### src/rtl/example.sv
// ---------------------------------------------------------------------------
// example -- Smith-Waterman local alignment engine (linear gap penalty).
//
// A systolic row of QLEN processing elements scores a fixed query against a
// fixed database. Both sequences are constant tables of 2-bit nucleotide
// codes (A=0, C=1, G=2, T=3). The tables are packed vectors in which symbol k
// occupies bits [2k+1:2k]. The alignment runs exactly once after each reset
// release, and the best score is then held.
//
// Ports
//   clk   : rising-edge clock for all state
//   rst   : asynchronous active-low reset; 0 clears every register
//   score : best local-alignment score (unsigned, 10 bits). It reads 0 until
//           the run completes and then holds the final value.
//
// Control sequence: IDLE -> RUN (DLEN cycles) -> DRAIN (QLEN cycles)
//                   -> REDUCE (1 cycle) -> DONE (held).
// The current FSM state is available on the internal signal `state` for
// probing.
// ---------------------------------------------------------------------------
module example #(
  parameter int QLEN     = 16,
  parameter int DLEN     = 32,
  parameter int MATCH    = 2,
  parameter int MISMATCH = 1,
  parameter int GAP      = 1,
  // Query: ACGT repeated. The default literal assumes QLEN = 16.
  parameter logic [2*QLEN-1:0] QSEQ = 32'hE4E4_E4E4,
  // Database: TTTTTTTT, then the query, then GGGGGGGG. The default literal
  // assumes DLEN = 32.
  parameter logic [2*DLEN-1:0] DSEQ = 64'hAAAA_E4E4_E4E4_FFFF
) (
  input  logic       clk,
  input  logic       rst,
  output logic [9:0] score
);

  localparam int CMAX = (DLEN > QLEN) ? DLEN : QLEN;
  localparam int CW   = $clog2(CMAX + 1);

  // Cell arithmetic is 12-bit signed. This holds 1023 + MATCH without
  // wrapping, and it also holds the negative mismatch and gap terms.
  localparam logic signed [11:0] S_MATCH = 12'(MATCH);
  localparam logic signed [11:0] S_MIS   = 12'(-MISMATCH);
  localparam logic signed [11:0] S_GAP   = 12'(GAP);
  localparam logic signed [11:0] H_SAT   = 12'sd1023;

  typedef enum logic [2:0] {
    IDLE   = 3'd0,
    RUN    = 3'd1,
    DRAIN  = 3'd2,
    REDUCE = 3'd3,
    DONE   = 3'd4
  } state_t;

  state_t        state, state_nx;
  logic [CW-1:0] cnt, cnt_nx;
  logic          feed_vld;
  logic [1:0]    feed_sym;
  logic          load_score;

  // -------------------------------------------------------------------------
  // Control FSM: state register
  // -------------------------------------------------------------------------
  always_ff @(posedge clk or negedge rst) begin
    if (!rst) begin
      state <= IDLE;
      cnt   <= '0;
    end else begin
      state <= state_nx;
      cnt   <= cnt_nx;
    end
  end

  // -------------------------------------------------------------------------
  // Control FSM: next state and outputs
  // -------------------------------------------------------------------------
  always_comb begin
    state_nx   = state;
    cnt_nx     = cnt;
    feed_vld   = 1'b0;
    feed_sym   = 2'd0;
    load_score = 1'b0;
    case (state)
      IDLE: begin
        state_nx = RUN;
        cnt_nx   = '0;
      end
      RUN: begin
        // cnt is the database index that PE 0 consumes in this cycle.
        feed_vld = 1'b1;
        feed_sym = DSEQ[2*int'(cnt) +: 2];
        if (cnt == CW'(DLEN - 1)) begin
          state_nx = DRAIN;
          cnt_nx   = '0;
        end else begin
          cnt_nx = cnt + 1'b1;
        end
      end
      DRAIN: begin
        // Bubbles enter PE 0 while the last real symbol moves to the end of
        // the array.
        if (cnt == CW'(QLEN - 1)) begin
          state_nx = REDUCE;
          cnt_nx   = '0;
        end else begin
          cnt_nx = cnt + 1'b1;
        end
      end
      REDUCE: begin
        load_score = 1'b1;
        state_nx   = DONE;
      end
      DONE: begin
        state_nx = DONE;
      end
      default: begin
        state_nx = IDLE;
        cnt_nx   = '0;
      end
    endcase
  end

  // -------------------------------------------------------------------------
  // Systolic array
  //
  // Symbol stream: PE i processes its input in any cycle where its input
  // valid is high, and the stream has no backpressure. A symbol enters PE 0
  // from the feed and reaches PE i exactly i cycles later. In that cycle, the
  // H value it carries is H(i-1, j), the value PE i-1 computed for the same
  // symbol. When the valid is low, the cycle is a bubble and no register
  // except the valid pipeline changes.
  //
  // Per-PE registers:
  //   h_r  : H(i, j-1), the last H value this PE produced
  //          (reset to 0, which gives the H(i,-1) boundary)
  //   dg_r : H(i-1, j-1), the upstream H value received with the previous
  //          symbol (reset to 0, which gives the diagonal boundary)
  //   mx_r : running maximum of h_r
  // -------------------------------------------------------------------------
  logic [1:0] sym_a  [QLEN];
  logic       vld_a  [QLEN];
  logic [9:0] h_a    [QLEN];
  logic [9:0] pmax_a [QLEN];

  for (genvar i = 0; i < QLEN; i++) begin : g_pe
    logic [1:0]        in_sym;
    logic              in_vld;
    logic [9:0]        in_h;
    logic [1:0]        sym_r;
    logic              vld_r;
    logic [9:0]        h_r;
    logic [9:0]        dg_r;
    logic [9:0]        mx_r;
    logic signed [11:0] diag_t, up_t, left_t, best;
    logic [9:0]        h_new;

    if (i == 0) begin : g_head
      // PE 0 sees the H(-1, *) boundary row, which is all zeros.
      assign in_sym = feed_sym;
      assign in_vld = feed_vld;
      assign in_h   = 10'd0;
    end else begin : g_link
      assign in_sym = sym_a[i-1];
      assign in_vld = vld_a[i-1];
      assign in_h   = h_a[i-1];
    end

    always_comb begin
      diag_t = $signed({2'b00, dg_r}) +
               ((in_sym == QSEQ[2*i +: 2]) ? S_MATCH : S_MIS);
      up_t   = $signed({2'b00, in_h}) - S_GAP;
      left_t = $signed({2'b00, h_r}) - S_GAP;
      best   = 12'sd0;
      if (diag_t > best) best = diag_t;
      if (up_t   > best) best = up_t;
      if (left_t > best) best = left_t;
      if (best > H_SAT) h_new = 10'd1023;
      else              h_new = best[9:0];
    end

    always_ff @(posedge clk or negedge rst) begin
      if (!rst) begin
        sym_r <= 2'd0;
        vld_r <= 1'b0;
        h_r   <= 10'd0;
        dg_r  <= 10'd0;
        mx_r  <= 10'd0;
      end else begin
        vld_r <= in_vld;
        if (in_vld) begin
          sym_r <= in_sym;
          h_r   <= h_new;
          dg_r  <= in_h;
          if (h_new > mx_r) mx_r <= h_new;
        end
      end
    end

    assign sym_a[i]  = sym_r;
    assign vld_a[i]  = vld_r;
    assign h_a[i]    = h_r;
    assign pmax_a[i] = mx_r;
  end

  // -------------------------------------------------------------------------
  // Global reduction. This value is sampled only in REDUCE. By then the last
  // symbol has already passed through PE QLEN-1.
  // -------------------------------------------------------------------------
  logic [9:0] gmax;

  always_comb begin
    gmax = 10'd0;
    for (int k = 0; k < QLEN; k++) begin
      if (pmax_a[k] > gmax) gmax = pmax_a[k];
    end
  end

  always_ff @(posedge clk or negedge rst) begin
    if (!rst) begin
      score <= 10'd0;
    end else if (load_score) begin
      score <= gmax;
    end
  end

endmodule

### config.mk
export PLATFORM = sky130hd
export DESIGN_NAME = example
export DESIGN_NICKNAME = d
export VERILOG_FILES = /design/src/rtl/example.sv
export SDC_FILE = /design/constraint.sdc
export NUM_CORES = 2
export LEC_CHECK = 0
export CORE_MARGIN = 3
export CORE_UTILIZATION = 50
export CTS_CLUSTER_DIAMETER = 150
export CTS_CLUSTER_SIZE = 30
export DETAILED_ROUTE_END_ITERATION = 12
export DONT_BUFFER_PORTS = 1
export SKIP_LAST_GASP = 1
export SLEW_MARGIN = 15
export SYNTH_ARGS = -nofsm -noshare
export SYNTH_HDL_FRONTEND = slang
export SYNTH_SLANG_ARGS = --single-unit
### constraint.sdc
create_clock -name clk -period 53.3 [get_ports clk]
set_input_delay 7.995 -clock clk [delete_from_list [all_inputs] [get_ports clk]]
set_output_delay 7.995 -clock clk [all_outputs]
set_load 0.05 [all_outputs]
; After elaboration in Yosys (flattened, before gate mapping)
; Index checks and enable logic that the tools add are counted.
[totals]
register_bits = 534
inputBits = 2
out_inout_bits = 10
elab_cells = 357
[classes]
add_sub_neg = 32
magnitude_cmp = 96
eq_ne = 20
shifts = 1
muxes = 105
n_reduce_logical = 23
[ops]
columns = cell, n
row1 = 12-bit 2-to-1 mux, 64
row2 = 11-bit by 12-bit greater-than comparator with 1-bit output, 31
row3 = 10-bit 2-to-1 mux, 32
row4 = 10-bit greater-than comparator, 31
row5 = 12-bit by 1-bit greater-than comparator with 1-bit output (second input constant), 16
row6 = 12-bit by 11-bit greater-than comparator with 1-bit output (second input constant), 16
row7 = 11-bit by 12-bit adder with 12-bit output, 15
row8 = 10-bit by 1-bit subtractor with 11-bit output (second input constant), 16
row9 = 64-bit by 8-bit indexed part select with 2-bit output (first input constant), 1
row10 = 2-bit AND reduction, 17
row11 = 6-bit case mux with 3 select lines, 1
row12 = 2-bit == test (second input constant), 8
row13 = 1-bit by 12-bit greater-than comparator with 1-bit output (first input constant), 1
row14 = 6-bit 2-to-1 mux, 2
row15 = 3-bit case mux with 4 select lines, 1
row16 = 10-bit by 1-bit greater-than comparator with 1-bit output (second input constant), 1
row17 = 2-bit by 1-bit == test with 1-bit output (second input constant), 4
row18 = 2-bit zero test, 4
row19 = 6-bit by 1-bit adder with 6-bit output (second input constant), 1
row20 = 3-bit by 2-bit == test with 1-bit output (second input constant), 2
row21 = 6-bit by 4-bit == test with 1-bit output (second input constant), 1
row22 = 6-bit by 5-bit == test with 1-bit output (second input constant), 1
row23 = 3-bit 2-to-1 mux, 2
row24 = 2-bit != test (second input constant), 2
row25 = 6 further kinds, 7

; Logic depth before layout (Yosys ltp)
[depth]
depth_word = 32
ltp_mapped = 163
depth_no_buf = 152

; Least setup slack after synthesis
; No wires, ideal clock.
[synth_path]
kind = register to register
startpoint = register g_pe[0].mx_r[4]
endpoint = register score[9]
setup_time_ns = 0.142
t_arrival_ns = 30.194
required_time_ns = 53.158
path_slack_ns = 22.964
stages_incl_launch_ff = 156
period_less_slack_ns = 30.336
path_cell_list = dfrtp_1 > clkbuf_1 > inv_1 > ha_1 > nand4_1 > o31ai_1 > nor2_1 > clkbuf_1 > nor2_1 > a21oi_1 > ha_1 > and4_1 > nand4_1 > or3_1 > nor3_1 > a211oi_1 > a21oi_2 > buf_4 > [120 not listed] > mux2_2 > ha_1 > nor2b_1 > o21a_1 > o21ai_0 > and3_1 > a2111oi_0 > a221o_1 > buf_6 > mux2_4 > ha_1 > nand4_1 > nor2_1 > a21oi_1 > o211ai_1 > nand2_1 > nand2_1 > o221ai_1
[synth_via]
elab_chain_len = 32
[synth_lines]
columns = item, line_no
row1 = from (decl), 154  ; logic [9:0] mx_r;
row2 = from (signal assigned), 195  ; if (h_new > mx_r) mx_r <= h_new;
row3 = 10-bit by 1-bit greater-than comparator with 1-bit output, 215  ; if (pmax_a[k] > gmax) gmax = pmax_a[k];
row4 = 10-bit 2-to-1 mux *, 215
row5 = 10-bit greater-than comparator, 215
row6 = 10-bit 2-to-1 mux *, 215
row7 = 10-bit greater-than comparator, 215
row8 = 10-bit 2-to-1 mux *, 215
row9 = 10-bit greater-than comparator, 215
row10 = 10-bit 2-to-1 mux *, 215
row11 = [16 not listed], n/a
row12 = 10-bit greater-than comparator, 215
row13 = 10-bit 2-to-1 mux *, 215
row14 = 10-bit greater-than comparator, 215
row15 = 10-bit 2-to-1 mux *, 215
row16 = 10-bit greater-than comparator, 215
row17 = 10-bit 2-to-1 mux *, 215
row18 = 10-bit greater-than comparator, 215
row19 = 10-bit 2-to-1 mux *, 215
row20 = to (signal assigned), 223  ; score <= gmax;
row21 = to (decl), 35  ; output logic [9:0] score
; Mark *: on every way between the ends. The rest lies on a longest branch, timed or not.
; A chain may end at the register's enable or synchronous reset.

; Final worst setup path
[layout_path]
startpoint = register g_pe[0].mx_r[4]
endpoint = register score[7]
; The elaborated chain is that of the path after synthesis.

==> flow_metrics.py <==
metrics = {
    "run_status": {
        "status": "complete, but fails checks",
        "violations": "max-slew violations",
    },
    "finish": {
        "fill_cells": 9544,
        "nNetsFinal": 6651,
        "syn2layout_area_growth_pct": 4.36,
        "drive_above_1_share_pct": 9.87,
    },
    "detailed_routing": {
        "antenna_left": 0,
        "drt_iter0_drc": 2661,
        "vias": 40717,
        "wl_mm": 123,
        "detail_route.first_pass.iterations": 6,
        "post_drt_wl_per_cell_um": 17.1,
        "met1Wirelength_mm": 64.6,
        "top_layer_used": "met4",
        "wl_met2_mm": 53.7,
        "met3_wirelength_mm": 3.38,
        "route.detailed.drc": 0,
        "vias_per_cell": 5.64,
    },
    "sta": {
        "setup-tns-final_ps": 0,
        "clock.fmax_mhz": 28.3,
        "setup_ws_ps": 17940,
        "hold_ws_ps": 526,
        "relSlewSlack_pct": -49.8,
        "fin_skew_ps": 31.4,
        "period_share_pct": 66.3,
        "slew_violations": 326,
        "worst_slew_pin_slew_ps": 2250,
        "finalSetupViolCount": 0,
        "rsz0062_at_grt": "false",
        "hold_violations": 0,
        "min_period_ps": 35360,
    },
    "global_route": {
        "grt_start_max_net_pins": 535,
        "antenna_found_initial": 0,
        "grt_pass1_vias": 39386,
        "grt_remaining_overflow": 0,
        "grtUsageTotal_pct": 22.9,
        "grt_first_pass_wirelength_mm": 205,
    },
    "clocking": {
        "numCtsBuffers": 22,
        "clock_sinks": 534,
        "postCtsSetupBuffers": 0,
        "htree_num_levels": 1,
        "cts_max_path_buffers": 3,
        "cts_tree": "yes",
        "cts_hold_buffers": 0,
        "clock_latency_ps": 630,
        "cts_resized": 0,
        "clk_pin_slew_ps": 130,
        "cts_root_buf": "clkbuf_16",
    },
    "die": {
        "fp.dieH_um": 325,
        "dieArea_um2": 106000,
        "io_pins": 12,
        "die_width_um": 325,
        "start_util_pct": 50.6,
        "rows": 116,
        "core_um2": 101000,
    },
    "min_path": {
        "hp-start": "g_pe[5].dg_r[4]$_DFFE_PN0P_",
        "worst_hold_path.endpoint": "g_pe[5].dg_r[4]$_DFFE_PN0P_",
        "min_path_cells": 1,
        "hold_class": "reg2reg",
    },
    "worst_setup_path": {
        "end_kind": "flop",
        "cp.arrival_ps": 35890,
        "reg2reg_slack_ps": 17940,
        "cp_common_cell": "ha_1",
        "startpoint_type": "flop",
        "cp-startpoint": "g_pe[0].mx_r[4]$_DFFE_PN0P_",
        "r2r_end": "score[7]$_DFFE_PN0N_",
        "crit_path_max_incr_delay_ps": 870,
        "worstSetupPathType": "reg2reg",
        "crit_fanout": 17,
        "r2r_start": "g_pe[0].mx_r[4]$_DFFE_PN0P_",
        "cpMaxStageDelayCell": "a2bb2oi_1",
        "worstPathRequired_ps": 53830,
        "reg2reg_depth": 145,
    },
    "synthesis": {
        "synth_seq_area_share_pct": 26.2,
        "yosysUniqueCellTypes": 106,
        "syn_avg_cell_area_um2": 8.61,
        "synthFlopType": "dfrtp_1",
        "netlist_area_um2": 50900,
        "synth_warnings": 0,
        "netlist_instances": 5915,
        "synthArstFlopShare_pct": 100,
        "yosys_register_bits": 534,
        "synth_edf_count": 0,
    },
    "job": {
        "cap_viol_max_count": 0,
    },
    "place": {
        "dp_slack_ps": 18490,
        "dp_hpwl_mm": 97.0,
        "globalplace.congestion": 0.898,
        "port_buffers": 0,
    },
}
per-stage QoR:
stage,area [µm²],util [%],instances
2_1_floorplan,51000,-,5929
3_3_place_gp,52500,52.2,7183
3_5_place_dp,52500,52.2,7183
4_1_cts,53100,52.8,7213
5_1_grt,53100,52.8,7213
6_report,53100,52.8,7214
routing by layer:
metal / GRT usage [%] / up-vias
met5: 0 / -
met3: 1.73 / 87
met4: 3.14 / 0
li1: - / 20858
met1: 34.6 / 19254
met2: 36.6 / 518
worst max-delay path by stage:
stage                                 endpoint  depth (start not counted)
after global routing      score[7]$_DFFE_PN0N_                        146
after CTS                 score[7]$_DFFE_PN0N_                        146
final                     score[7]$_DFFE_PN0N_                        145
after detailed placement  score[1]$_DFFE_PN0N_                        145
after global placement    score[9]$_DFFE_PN0N_                        145
after floorplan           score[9]$_DFFE_PN0N_                        155
registers in the layout, summed over array words and instances, names as in the netlist:
| signal | count |
|---|---|
| g_pe.vld_r | 14 |
| g_pe.in_vld | 1 |
| g_pe.h_r | 150 |
| g_pe.dg_r | 150 |
| g_pe.in_h | 10 |
| cnt | 6 |
| g_pe.in_sym | 2 |
| state | 3 |
| score | 10 |
| g_pe.sym_r | 28 |
| g_pe.mx_r | 160 |
cells by family (layout without fill, tap and decap cells):
family | count (synthesis) | in the layout | share of synthesized area [%]
xor+xnor | 275 | 275 | 4.73
compound gates | 1348 | 1348 | 16.5
simple gates | 1791 | 1791 | 17.2
other cells | 1 | 16 | 0.00737
fa+ha+maj | 806 | 806 | 19.8
mux | 473 | 473 | 10.4
flops | 534 | 534 | 26.2
buf+inv | 687 | 614 | 5.10
cell usage after synthesis, types with 90 or more instances:
library cell  count  share of area [%]
a21oi_1         342                3.4
a21o_1          198                2.9
nand4_1          93                1.1
o21ai_0         462                4.5
xor2_1          139                2.4
nor2_1          311                2.3
nor2b_1         128                1.6
nor3_1          122                1.2
xnor2_1         136                2.3
dfrtp_1         534                 26
inv_1           529                3.9
nand2_1         668                4.9
nand2b_1        137                1.7
o21a_1           90                1.3
mux2_2          413                9.1
clkbuf_1        118               0.87
ha_1            799                 20
layout by cell type, fill, tap and decap left out, types with 10 or more instances in the layout:
cell	count
ha_1	799
nand2_1	668
dfrtp_1	534
inv_1	529
o21ai_0	462
mux2_2	413
a21oi_1	342
nor2_1	311
a21o_1	198
xor2_1	139
nand2b_1	137
xnor2_1	136
nor2b_1	128
nor3_1	122
nand4_1	93
o21a_1	90
nand3_1	74
mux2i_1	48
and2_1	44
or4_1	42
buf_4	41
nor4_1	40
or3_1	28
a31oi_1	28
o211ai_1	25
a22oi_1	23
clkbuf_16	23
and3_1	22
or4b_2	16
o31ai_1	16
o311ai_0	15
a211oi_1	15
o221ai_1	15
conb_1	15
clkinv_1	14
or2_2	13
mux2_4	11
nor4_2	10
o22ai_1	10
and4_1	10
critical path: cells and delay by family (launching register included):
kind	cells	cell delay, ps
muxes	5	1820
buffers and inverters	14	1510
DFF	1	550
and+or+nand+nor	53	10510
AOI/OAI and AO/OA	57	16090
adders and majority gates	16	4680
cell type report:
type	instances	area (µm²)	area share [%]
Tap cell	1357	1700	3.20
Antenna cell	1	2.50	0.00471
Multi-Input combinational cell	4708	35100	66.0
Timing Repair Buffer	41	308	0.579
Clock buffer	24	579	1.09
Sequential cell	534	13400	25.2
Clock inverter	6	70.1	0.132
Inverter	543	2040	3.84
Power is not shown: default switching activity piles up to over one toggle a cycle in this logic, so the estimate is an artifact.
